--- src/rtl/rpn_pkg.sv ---
// Shared types for the RPN program sequencer: instruction kinds (equal to the
// calculator op codes), the packed instruction word, FSM states and the
// calculator stack capacity.
package rpn_pkg;

  localparam int CALC_CAP = 1000;
  localparam int RPN_W    = 16;

  typedef enum logic [1:0] {
    K_PUSH = 2'd0,
    K_NEG  = 2'd1,
    K_ADD  = 2'd2,
    K_MUL  = 2'd3
  } kind_t;

  typedef struct packed {
    kind_t              kind;
    logic [RPN_W-1:0]   imm;
  } instr_t;

  typedef enum logic [2:0] {
    S_IDLE,
    S_CLEAR,
    S_FETCH,
    S_CHECK,
    S_ISSUE,
    S_RELEASE,
    S_DONE,
    S_ERR
  } state_t;

  // True when the calculator can accept this kind at the given stack depth.
  function automatic logic op_legal(input kind_t k, input logic [9:0] cnt, input int cap);
    logic ok;
    case (k)
      K_PUSH:  ok = (int'(cnt) < cap);
      K_NEG:   ok = (cnt >= 10'd1);
      default: ok = (cnt >= 10'd2);
    endcase
    return ok;
  endfunction

endpackage

--- src/rtl/rpn_sequencer_if.sv ---
// Command/status bus between the sequencer (master) and the RPN calculator
// (slave).
interface rpn_sequencer_if #(
  parameter int W = 16
);
  logic         calc_nrst;
  logic         calc_step;
  logic         calc_push;
  logic [W-1:0] calc_d;
  logic [1:0]   calc_op;
  logic [W-1:0] calc_out;
  logic [9:0]   calc_cnt;

  modport master (
    output calc_nrst, calc_step, calc_push, calc_d, calc_op,
    input  calc_out, calc_cnt
  );

  modport slave (
    input  calc_nrst, calc_step, calc_push, calc_d, calc_op,
    output calc_out, calc_cnt
  );
endinterface

--- src/rtl/rpn_prog_mem.sv ---
// Program store: one synchronous write port, one synchronous read port with
// enable. No reset, so the program survives a sequencer reset.
module rpn_prog_mem #(
  parameter int DEPTH = 64,
  parameter int DW    = 18
) (
  input  logic                     clk,
  input  logic                     we,
  input  logic [$clog2(DEPTH)-1:0] waddr,
  input  logic [DW-1:0]            wdata,
  input  logic                     re,
  input  logic [$clog2(DEPTH)-1:0] raddr,
  output logic [DW-1:0]            rdata
);

  logic [DW-1:0] mem [DEPTH];

  // Write port.
  always_ff @(posedge clk) begin
    if (we) mem[waddr] <= wdata;
  end

  // Registered read; rdata holds between reads so the fetched word stays put.
  always_ff @(posedge clk) begin
    if (re) rdata <= mem[raddr];
  end

endmodule

--- src/rtl/rpn_sequencer.sv ---
// Program-driven initiator for the RPN calculator. Loads a program, clears
// the calculator on start, then replays each instruction as a 4-cycle
// FETCH/CHECK/ISSUE/RELEASE sequence, refusing any command the calculator
// would have to drop given its current stack depth.
module rpn_sequencer
  import rpn_pkg::*;
#(
  parameter int DEPTH = 64,
  parameter int W     = 16,
  parameter int CAP   = CALC_CAP
) (
  input  logic                     clk,
  input  logic                     rst,
  input  logic                     ld_we,
  input  logic [$clog2(DEPTH)-1:0] ld_addr,
  input  logic [W+1:0]             ld_data,
  input  logic                     start,
  input  logic [$clog2(DEPTH):0]   len,
  rpn_sequencer_if.master          calc,
  output logic                     busy,
  output logic                     done,
  output logic [W-1:0]             result,
  output logic                     err,
  output logic [$clog2(DEPTH):0]   err_pc
);

  localparam int AW = $clog2(DEPTH);
  localparam int PW = AW + 1;

  state_t         state_reg, state_next;
  logic [PW-1:0]  pc_reg, len_reg;
  logic [PW-1:0]  pc_inc, len_sat;
  logic [W+1:0]   rd_data;
  logic           cmd_valid_reg;
  logic           calc_nrst_reg, calc_step_reg;
  logic [W-1:0]   result_reg;
  logic [PW-1:0]  err_pc_reg;
  kind_t          cur_kind;
  logic           cur_legal;
  logic           idle_like;
  logic           mem_we, mem_re;

  assign idle_like = (state_reg == S_IDLE) || (state_reg == S_DONE) || (state_reg == S_ERR);
  assign busy      = !idle_like;
  assign done      = (state_reg == S_DONE);
  assign err       = (state_reg == S_ERR);
  assign result    = result_reg;
  assign err_pc    = err_pc_reg;

  assign pc_inc  = pc_reg + PW'(1);
  assign len_sat = (len > PW'(DEPTH)) ? PW'(DEPTH) : len;

  assign mem_we = ld_we && !busy;
  assign mem_re = (state_reg == S_FETCH);

  rpn_prog_mem #(
    .DEPTH (DEPTH),
    .DW    (W + 2)
  ) u_mem (
    .clk   (clk),
    .we    (mem_we),
    .waddr (ld_addr),
    .wdata (ld_data),
    .re    (mem_re),
    .raddr (pc_reg[AW-1:0]),
    .rdata (rd_data)
  );

  assign cur_kind  = kind_t'(rd_data[W+1:W]);
  assign cur_legal = op_legal(cur_kind, calc.calc_cnt, CAP);

  // The fetched word sits in the read register from CHECK until the next
  // FETCH, so the command fields are stable across ISSUE and RELEASE.
  // cmd_valid_reg masks the unloaded register after reset / start.
  assign calc.calc_nrst = calc_nrst_reg;
  assign calc.calc_step = calc_step_reg;
  assign calc.calc_push = cmd_valid_reg && (cur_kind == K_PUSH);
  assign calc.calc_d    = cmd_valid_reg ? rd_data[W-1:0] : '0;
  assign calc.calc_op   = cmd_valid_reg ? rd_data[W+1:W] : 2'd0;

  // State register.
  always_ff @(posedge clk) begin
    if (rst) state_reg <= S_IDLE;
    else     state_reg <= state_next;
  end

  // Next-state logic.
  always_comb begin
    state_next = state_reg;
    case (state_reg)
      S_IDLE, S_DONE, S_ERR: if (start) state_next = S_CLEAR;
      S_CLEAR:   state_next = (len_reg == '0) ? S_DONE : S_FETCH;
      S_FETCH:   state_next = S_CHECK;
      S_CHECK:   state_next = cur_legal ? S_ISSUE : S_ERR;
      S_ISSUE:   state_next = S_RELEASE;
      S_RELEASE: state_next = (pc_inc == len_reg) ? S_DONE : S_FETCH;
      default:   state_next = S_IDLE;
    endcase
  end

  // Datapath registers: pc, len, strobes, result and error index.
  always_ff @(posedge clk) begin
    if (rst) begin
      pc_reg        <= '0;
      len_reg       <= '0;
      cmd_valid_reg <= 1'b0;
      calc_nrst_reg <= 1'b1;
      calc_step_reg <= 1'b0;
      result_reg    <= '0;
      err_pc_reg    <= '0;
    end else begin
      // Strobes come straight from flops, decoded from the next state.
      calc_nrst_reg <= (state_next != S_CLEAR);
      calc_step_reg <= (state_next == S_ISSUE);
      case (state_reg)
        S_IDLE, S_DONE, S_ERR: begin
          if (start) begin
            len_reg       <= len_sat;
            pc_reg        <= '0;
            err_pc_reg    <= '0;
            cmd_valid_reg <= 1'b0;
          end
        end
        S_CLEAR: begin
          pc_reg <= '0;
          // The calculator clears on this same edge, so its old top-of-stack
          // is still visible here; an empty program reports the cleared 0.
          if (len_reg == '0) result_reg <= '0;
        end
        S_FETCH: cmd_valid_reg <= 1'b1;
        S_CHECK: if (!cur_legal) err_pc_reg <= pc_reg;
        S_RELEASE: begin
          pc_reg <= pc_inc;
          if (pc_inc == len_reg) result_reg <= calc.calc_out;
        end
        default: ;
      endcase
    end
  end

endmodule
--- src/flat_wrapper.sv ---
// flat-port wrapper written by rule: the top's interface ports become plain ports
module rpn_sequencer_flat import rpn_pkg::*;
#(
  parameter int DEPTH = 64,
  parameter int W     = 16,
  parameter int CAP   = CALC_CAP
)
  (clk, rst, ld_we, ld_addr, ld_data, start, len, busy, done, result, err, err_pc, calc_calc_nrst, calc_calc_step, calc_calc_push, calc_calc_d, calc_calc_op, calc_calc_out, calc_calc_cnt);
  rpn_sequencer_if #(.W(W)) calc_i ();
  input  logic clk;
  input  logic rst;
  input  logic ld_we;
  input  logic [$clog2(DEPTH)-1:0] ld_addr;
  input  logic [W+1:0] ld_data;
  input  logic start;
  input  logic [$clog2(DEPTH):0] len;
  output logic busy;
  output logic done;
  output logic [W-1:0] result;
  output logic err;
  output logic [$clog2(DEPTH):0] err_pc;
  output wire logic [$bits(calc_i.calc_nrst)-1:0] calc_calc_nrst;
  output wire logic [$bits(calc_i.calc_step)-1:0] calc_calc_step;
  output wire logic [$bits(calc_i.calc_push)-1:0] calc_calc_push;
  output wire logic [$bits(calc_i.calc_d)-1:0] calc_calc_d;
  output wire logic [$bits(calc_i.calc_op)-1:0] calc_calc_op;
  input wire logic [$bits(calc_i.calc_out)-1:0] calc_calc_out;
  input wire logic [$bits(calc_i.calc_cnt)-1:0] calc_calc_cnt;
  assign calc_calc_nrst = calc_i.calc_nrst;
  assign calc_calc_step = calc_i.calc_step;
  assign calc_calc_push = calc_i.calc_push;
  assign calc_calc_d = calc_i.calc_d;
  assign calc_calc_op = calc_i.calc_op;
  assign calc_i.calc_out = calc_calc_out;
  assign calc_i.calc_cnt = calc_calc_cnt;
  rpn_sequencer #(.DEPTH(DEPTH), .W(W), .CAP(CAP)) u_core (.clk(clk), .rst(rst), .ld_we(ld_we), .ld_addr(ld_addr), .ld_data(ld_data), .start(start), .len(len), .calc(calc_i), .busy(busy), .done(done), .result(result), .err(err), .err_pc(err_pc));
endmodule
--- config.mk ---
export PLATFORM = sky130hd
export DESIGN_NAME = rpn_sequencer_flat
export DESIGN_NICKNAME = d
export VERILOG_FILES = /design/src/rtl/rpn_pkg.sv /design/src/rtl/rpn_sequencer_if.sv /design/src/rtl/rpn_prog_mem.sv /design/src/rtl/rpn_sequencer.sv /design/src/flat_wrapper.sv
export SDC_FILE = /design/constraint.sdc
export NUM_CORES = 1
export LEC_CHECK = 0
export BUFFER_PORTS_ARGS = -buffer_cell sky130_fd_sc_hd__buf_2
export CAP_MARGIN = 40
export CORE_UTILIZATION = 40
export DETAILED_ROUTE_END_ITERATION = 7
export PLACE_DENSITY = 0.55
export SLEW_MARGIN = 15
export SYNTH_ARGS = -nofsm -noshare
export SYNTH_HDL_FRONTEND = slang
export SYNTH_SLANG_ARGS = --single-unit
export TNS_END_PERCENT = 100
--- constraint.sdc ---
create_clock -name clk -period 3.6 [get_ports clk]
set_input_delay 0 -clock clk [delete_from_list [all_inputs] [get_ports clk]]
set_output_delay 0 -clock clk [all_outputs]
set_load 0.01 [all_outputs]
# After elaboration in Yosys (flattened, before gate mapping)

Memories as Yosys holds them, arrays and structs flattened. A register that Yosys moved wholly into a read port is not among the register bits.
Index checks and enable logic that the tools add are counted.

Bits in registers: 43
Memory bits (writable): 1152
Input port bits: 61
Output and inout port bits: 47
Logic and storage cells: 67
Memories: 1

Add/subtract/negate cells: 1
Magnitude comparators: 4
Equality and inequality tests: 15
Multiplexer cells: 20
Reduce and logical (&&, ||, !) cells: 18

Memories:

| memory           | depth | width | read ports | clocked after Yosys merged registers in | write ports | RTL line           | RTL |
|---|---|---|---|---|---|---|---|
| u_core.u_mem.mem | 64    | 18    | 1          | 1                                       | 1           | rpn_prog_mem.sv:16 | `logic [DW-1:0] mem [DEPTH];` |

Operators with widths:

| cell                 | count |
|---|---|
| $mux 16              | 3 |
| $pmux 16 s2          | 1 |
| $mux 7               | 3 |
| $pmux 7 s3           | 1 |
| $pmux 3 s6           | 1 |
| $eq 3x3->1 const B   | 5 |
| $pmux 7 s2           | 1 |
| $ge 10x1->1 const B  | 1 |
| $ge 10x2->1 const B  | 1 |
| $lt 10x10->1 const B | 1 |
| $mux 3               | 3 |
| $add 7x1->7 const B  | 1 |
| $eq 7x7->1           | 1 |
| $gt 7x7->1 const B   | 1 |
| $logic_not 7->1      | 1 |
| $eq 3x2->1 const B   | 2 |
| $reduce_and 2->1     | 3 |
| $reduce_and 3->1     | 2 |
| $reduce_bool 2->1    | 3 |
| $mux 2               | 2 |
| $ne 2x1->1 const B   | 2 |
| $ne 2x2->1 const B   | 2 |
| $pmux 1 s2           | 2 |
| $eq 3x1->1 const B   | 1 |
| other kinds (10)     | 14 |

# Longest topological paths before layout

Gate-level depths: netlist of run 1.

Word-level depth: 6
Gate-level depth with buffers: 9
Mapped depth without buffers: 6

# Modules after synthesis

Synthesis of run 1 repeated with hierarchy kept, for this count alone.

Cells, all modules: 2195
Area, all modules: 46892.5 um^2

Modules (own cells, without submodules):

| module        | instances | cells an instance | area each (um^2) | seq. area each (um^2) |
|---|---|---|---|---|
| rpn_prog_mem  | 1         | 1957              | 44801.7          | 35133.7 |
| rpn_sequencer | 1         | 238               | 2090.8           | 860.8 |

# Worst setup path before layout of run 1

Ideal clock, no wire load.

Kind: register to register
From: register u_core.state_reg[0]
To: memory u_core.u_mem.mem[54][0] (enable)
Setup time: 0.393 ns
Data arrival time: 2.358 ns
Data required time: 3.207 ns
Slack: 0.850 ns
Stages on the path, launching flop included: 7
Path buffers: 1
Clock period less this slack: 2.750 ns
Cells stage by stage: dfxtp_1 clkbuf_1 nor3_1 a21oi_1 nor3b_1 nand3_1 nor2_1

Cells in the longest elaborated chain, start to end: 6
Elaborated cells between the ends (all ways): 8
Classes of those cells: eq/ne: 2; mux: 2; reduce/logical: 4

Ends and longest elaborated chain:

| item                                                 | RTL line            | RTL |
|---|---|---|
| start, declared                                      | rpn_sequencer.sv:30 | `state_t state_reg, state_next;` |
| start signal, assigned                               | rpn_sequencer.sv:84 | `else state_reg <= state_next;` |
| $eq 3x3->1 / $logic_not 3->1 (equally long branches) | rpn_sequencer.sv:43 | `assign idle_like = (state_reg == S_IDLE) \|\| (state_reg == S_DONE) \|\| (state_reg == S_ERR);` |
| $logic_or 1x1->1                                     | rpn_sequencer.sv:43 |  |
| $logic_or 1x1->1 *                                   | rpn_sequencer.sv:43 |  |
| $logic_and 1x1->1 *                                  | rpn_sequencer.sv:53 | `assign mem_we = ld_we && !busy;` |
| $mux 1 *                                             | rpn_prog_mem.sv:20  | `if (we) mem[waddr] <= wdata;` |
| $mux 1 (not written as such) *                       | rpn_prog_mem.sv:20  |  |
| end, declared                                        | rpn_prog_mem.sv:16  |  |

Every way passes the cells marked *; elsewhere a longest branch is shown, timed or not.

# Worst setup path in the final report of run 1

From: register u_core.state_reg[1]
To: memory u_core.u_mem.mem[6][13] (enable)

Same word-level chain as after synthesis.

==> metrics.md, run 1 <==
| Metric | Value |
|---|---|
| Hold depth | 4 |
| Post-synth top area share | 0.751 |
| Rows | 125 |
| Insertion delay to the later sink of the worst-skew pair | 740 ps |
| Via/cell ratio | 5.67 |
| Inserted Clock Buffers | 131 |
| Core Area | 116000 um2 |
| Setup ws final | 127 ps |
| Peak supply drop | 0.456 mV |
| Slew of the pin with the lowest slew margin | 854 ps |
| Hold wc startpoint | calc_calc_out[10] |
| CTS tree | yes |
| Largest stage delay on the critical path | 600 ps |
| RSZ-0062 raised after global routing | yes |
| Drt wl/cell | 29.6 um |
| Gate Count Post-Synth | 2251 |
| Die area | 118000 um2 |
| Filler instances | 9592 |
| Antenna-violating nets left | 0 |
| Static leakage | 17.2 nW |
| Synth Register Bits | 1213 |
| Final Max Slew Viols | 0 |
| Total gr overflow | 0 |
| WL final | 125 mm |
| Async S/R FF share, synth | 0 |
| I/O pins | 108 |
| Worst-case clock skew | 30.1 ps |
| R2R depth | 8 |
| Crit path time final | 3470 ps |
| Crit-path cells | nor3_1 -> a21oi_1 -> nor3b_2 -> nand3_1 -> dlygate4sd3_1 -> buf_4 -> nor2_2 -> buf_4 |
| Crit start category | flip-flop |
| Worst path slowest cell | dlygate4sd3_1 |
| Ys Warns | 0 |
| Req. time, crit path | 4010 ps |
| Crit path from | u_core.state_reg[1] |
| Height of the chip | 344 um |
| DRT iter0 DRCs | 2505 |
| Hold Crit Class | primary input to flip-flop |
| Setup Crit Path Kind | flip-flop to flip-flop |
| Reg2reg start | u_core.state_reg[1] |
| Final Hold Viols | 0 |
| Ys flop type | edfxtp_1 |
| Failing checks | design-rule violations |
| First-pass GRT wire length | 177 mm |
| Port Buffers | 107 |
| Pin count of the biggest net entering global routing | 82 |
| Share of cells above drive strength 1 | 0.310 |
| Crit. End Element | flip-flop |
| Most frequent cell after synthesis | edfxtp_1 |
| Worst-path maximum fanout | 19 |
| Max-cap check violation count | 0 |
| Antenna violations before repair | 6 |
| Setup_tns | 0 ps |
| Max FFs per register | 1152 |
| H-tree depth | 4 |
| Area contributors post-synth | edfxtp_1, mux4_2, dfxtp_1, mux2_2, mux2i_1 |
| Slew HR | 0.430 |
| Period utilisation layout | 0.965 |
| Die Span X | 344 um |
| DRC | 4 |
| Via count | 23838 |
| Layout Nets | 2635 |
| Vias in the first global route | 24110 |
| Yosys cell types | 63 |
| Initial Util | 0.403 |
| PwrDens | 552 nW/um2 |
| Worst slack, placed | 586 ps |
| Post-Syn Nets | 2314 |
| Clock slew at reported path FFs | 60 ps |
| CTS root buf | clkbuf_16 |
| DR pass1 iterations | 8 |
| Post-synth EDFFs | 1170 |
| CTS max path bufs | 3 |
| Worst path most repeated cell | buf_4 |
| Area delta synth->final | 17.7% |
| Seq/Total Area, Yosys | 0.769 |
| CTS sink cnt | 1213 |
| Syn_area_per_cell | 20.8 um2 |
| Commonest cells in the netlist | edfxtp_1, mux4_2, nor2_1 |
| Post-DP HPWL | 79.8 mm |
| Arr. time, crit path | 3890 ps |
| Maximum clock frequency | 288 MHz |
| Post-CTS setup buffers | 0 |
| GRT Total Usage | 0.212 |
| Outcome | finished with violations |
| Area of the mapped netlist | 46800 um2 |
| Global placer's final weighted congestion | 0.903 |
| Cell taking the most area after synthesis | edfxtp_1 |
| Setup violators final | 0 |
==> cells in the final DEF, fill, tap and decap left out, types with 44 or more instances in the layout <==
cell type | netlist | layout
buf_4 | 3 | 129
mux2_2 | 50 | 50
nor2_1 | 102 | 44
nand2_1 | 98 | 98
edfxtp_1 | 1170 | 1170
clkbuf_16 | 0 | 138
mux4_2 | 274 | 274
dlygate4sd3_1 | 0 | 58
buf_2 | 47 | 106
nor2_2 | 0 | 58
mux2i_1 | 49 | 49
==> final cells by class <==
type                       instances  area [um2]  area share
timing repair buffer             312        2480      0.0450
multi-input combinational        905       10400       0.189
antenna                            4        10.0    0.000182
clock inverter                    74         659      0.0120
tap                             1524        1910      0.0346
inverter                           9        33.8    0.000613
clock buffer                     166        3590      0.0652
sequential                      1213       36000       0.654
==> per-layer routing <==
| layer | routed length [um] | track usage |
|---|---|---|
| met1 | 52700 | 0.297 |
| met4 | 3710 | 0.0705 |
| met3 | 9140 | 0.0412 |
| met2 | 59100 | 0.335 |
| met5 | 0 | 0 |
==> through the flow <==
step	area [um2]	util	instances	hold WS, ps	power, W
after floorplan	46800	-	2251	98.9	0.0166
after global placement	50000	0.431	3893	247	0.0173
after detailed placement	50100	0.432	3901	261	0.0174
after CTS	55000	0.474	4197	11.8	0.0306
after global routing	55100	0.475	4203	62.8	0.0313
final	55100	0.475	4207	75.1	0.0304
==> repair_timing <==
item,4_1_cts,5_1_grt
setup endpoints to repair,0,49
hold endpoints to repair,642,84
resized for setup,0,1
hold buffers,56,2
==> worst max-delay path, delay by kind of cell, from the launching register on <==
family | cells | cell delay [ps]
compound gates | 1 | 240
buf+inv | 3 | 1110
flops | 1 | 490
simple gates | 4 | 1310
==> cell families after synthesis <==
group           count (synthesis)  share of synthesized area
flops                        1213                      0.769
xor+xnor                       10                    0.00187
buf+inv                       133                     0.0123
fa+ha+maj                       2                   0.000534
simple gates                  297                     0.0293
mux                           373                      0.154
compound gates                223                     0.0327
==> power by group <==
| part | internal (W) | total [W] | switching, W |
|---|---|---|---|
| combinational | 0.000480 | 0.00139 | 0.000915 |
| clock | 0.00779 | 0.0132 | 0.00541 |
| sequential | 0.0156 | 0.0158 | 0.000143 |
| total | 0.0239 | 0.0304 | 0.00647 |
==> final timing paths <==
path | to | slack, ps
min reg2reg | u_core.result[10] | 460
min | u_core.result[10] | 80
max | u_core.u_mem.mem[6][13] | 130
max reg2reg | u_core.u_mem.mem[6][13] | 130
Power figures use the tool's default switching activity.
==> run 2, diff against run 1 <==
CORE_UTILIZATION = 62   (was 40)
PLACE_DENSITY = 0.79   (was 0.55)
==> run 2 against run 1 <==
Compared with the run above:
- the flow now finishes without violations
- cell count down 15%
- combinational power down 5%
- clock power shrank 8%
- sequential share of layout area grew 2.0 points
- setup slack improved by 290 ps
- sequential cell count did not move
- critical path depth down 2
- via count up 4.1%
- fmax increased by 9.2%
- non-clock buffer count down 31
- power decreased by 3.9%
- worst hold slack lost 34 ps
- largest power group unchanged
- highest routed layer is now met5
==> metrics.md, run 2 (same netlist as run 1, synthesis figures left out) <==
| Metric | Value |
|---|---|
| DRC | 0 (-4) |
| Core Area | 74600 um2 (-36%) |
| Height of the chip | 277 um (-20%) |
| I/O pins | 108 (unchanged) |
| Cts hold-fix bufs | 43 (-23%) |
| Req. time, crit path | 3940 ps (-70 ps) |
| Clock Power Share | 0.415 (-0.019) |
| Static leakage | 16.8 nW (-2.4%) |
| Sequential power share | 0.540 (+0.020) |
| Setup ws final | 421 ps (+294 ps) |
| Post-CTS setup buffers | 0 (unchanged) |
| Vias in the first global route | 24713 (+2.5%) |
| Crit. End Element | flip-flop |
| Worst slack, placed | 611 ps (+25.4 ps) |
| Commonest cells after routing, fill and taps aside | edfxtp_1, mux4_2, clkbuf_16 |
| Crit path time final | 3180 ps (-294 ps) |
| WL final | 117 mm (-5.7%) |
| CTS root buf | clkbuf_16 |
| Worst-path maximum fanout | 19 (unchanged) |
| Int Power | 0.0231 W (-3.3%) |
| Share of cells above drive strength 1 | 0.286 (-0.0238) |
| Hold Crit Class | primary input to flip-flop |
| CTS sink cnt | 1213 (unchanged) |
| Outcome | finished, final reports clean |
| NetSw | 0.00608 W (-6.1%) |
| Slew of the pin with the lowest slew margin | 839 ps (-14.9 ps) |
| Pin count of the biggest net entering global routing | 69 (-16%) |
| DR pass1 iterations | 5 (-3) |
| Layout Nets | 2586 (-1.9%) |
| Max FFs per register | 1152 (unchanged) |
| Post-DP HPWL | 68.9 mm (-14%) |
| Crit-path cells | nor3_1 -> a21oi_1 -> and3b_1 -> nand3_1 -> nor2_1 -> buf_4 |
| Antenna-violating nets left | 0 (unchanged) |
| Slew HR | 0.441 (+0.0107) |
| CTS tree | yes |
| Inserted Clock Buffers | 113 (-14%) |
| RSZ-0062 raised after global routing | no |
| Final Max Slew Viols | 0 (unchanged) |
| Max-cap check violation count | 0 (unchanged) |
| Insertion delay to the later sink of the worst-skew pair | 680 ps (-60 ps) |
| Via count | 24821 (+4.1%) |
| Via/cell ratio | 6.92 (+22%) |
| Largest stage delay on the critical path | 650 ps (+50 ps) |
| H-tree depth | 3 (-1) |
| Setup Crit Path Kind | flip-flop to flip-flop |
| Setup_tns | 0 ps (unchanged) |
| Period utilisation layout | 0.883 (-0.0816) |
| Clock slew at reported path FFs | 60 ps (about the same) |
| Global placer's final weighted congestion | 0.933 (+3.3%) |
| Kind of cell adding the most delay to the critical path | simple AND/OR/NAND/NOR gates |
| Final Hold Viols | 0 (unchanged) |
| Crit start category | flip-flop |
| CTS max path bufs | 3 (unchanged) |
| Post-CTS sizing | 0 (unchanged) |
| GRT Total Usage | 0.311 (+0.0982) |
| DRT iter0 DRCs | 3633 (+45%) |
| Maximum clock frequency | 315 MHz (+9.2%) |
| First-pass GRT wire length | 169 mm (-4.1%) |
| Area delta synth->final | 14.2% |
| Post-Route Utilization | 0.717 (+0.242) |
| Worst-case clock skew | 31.4 ps (+1.30 ps) |
| Die Span X | 277 um (-20%) |
| Antenna violations before repair | 5 (-1) |
| Most common cell after layout, fill and taps aside | edfxtp_1 |
| Rows | 100 (-20%) |
| Peak supply drop | 0.460 mV (+1.0%) |
| Port Buffers | 107 (unchanged) |
| Buf/Inv on CP | 1 (-2) |
| PwrDens | 546 nW/um2 (-0.93%) |
| Drt wl/cell | 32.7 um (+10%) |
| Setup violators final | 0 (unchanged) |
| Die area | 76600 um2 (-35%) |
| Arr. time, crit path | 3510 ps (-380 ps) |
| Initial Util | 0.628 (+0.224) |
| Total gr overflow | 0 (unchanged) |
| Sw Ratio | 0.208 (-0.00491) |
| Worst path slowest cell | nand3_1 |
| Combinational group share of total power | 0.045 (about the same) |
[run 2: cell types whose count changed in the layout (fill, tap and decap cells not counted), moves of 2 or more]
cell and delta:
nor2_2 -45, inv_6 -3, clkbuf_16 -23, buf_6 +2, clkbuf_8 -3, bufinv_16 +7
nor2_1 +45, clkbuf_1 -3, dlygate4sd3_1 -13, clkinv_1 -12, buf_16 -3, buf_4 -17
clkinvlp_4 +6
[run 2: metal layers]
metal,GRT usage,vias to the layer above,wire length (um)
met5,0,-,26
met1,0.417,12760,41300
li1,-,9892,-
met2,0.502,1883,57300
met3,0.0764,282,14300
met4,0.112,4,4540
[run 2: layout make-up]
cell class	count	area (um2)
clock buffer	137	2960
antenna	5	12.5
sequential	1213	36000
tap	969	1210
inverter	9	33.8
timing repair buffer	281	2140
fill	4108	21100
clock inverter	70	800
multi-input combinational	905	10300
[run 2: through the flow]
stage,cells,hold WS (ps),cell area [um2],total power [W]
final,3589,41.5,53400,0.0292
after global routing,3584,79.4,53400,0.0299
after CTS,3577,9.26,53300,0.0292
after detailed placement,3327,230,49200,0.0173
after global placement,3324,231,49100,0.0172
after floorplan,2251,98.9,46800,0.0166
[run 2: worst paths after layout]
| kind | from | to | slack [ps] | depth (start not counted) |
|---|---|---|---|---|
| worst min-delay path | calc_calc_cnt[3] | u_core.state_reg[0] | 40 | 5 |
| worst min register to register | u_core.err_pc[1] | u_core.err_pc[1] | 450 | 2 |
| worst max-delay path | u_core.state_reg[1] | u_core.u_mem.mem[55][8] | 420 | 6 |
| worst max register to register | u_core.state_reg[1] | u_core.u_mem.mem[55][8] | 420 | 6 |
[run 2: power groups by stage]
stage                     Combinational, W  Clock [W]  Sequential (W)
final                              0.00132     0.0121          0.0158
after global routing               0.00140     0.0127          0.0158
after CTS                          0.00128     0.0122          0.0158
after detailed placement           0.00123          0          0.0161
after global placement             0.00117          0          0.0160
after floorplan                   0.000659          0          0.0160
[run 2: worst register-to-register path: stages, from the launching register on]
cell and delay (ps):
dfxtp_1 480, nor3_1 390, a21oi_1 120, and3b_1 430, nand3_1 650, nor2_1 390, buf_4 370
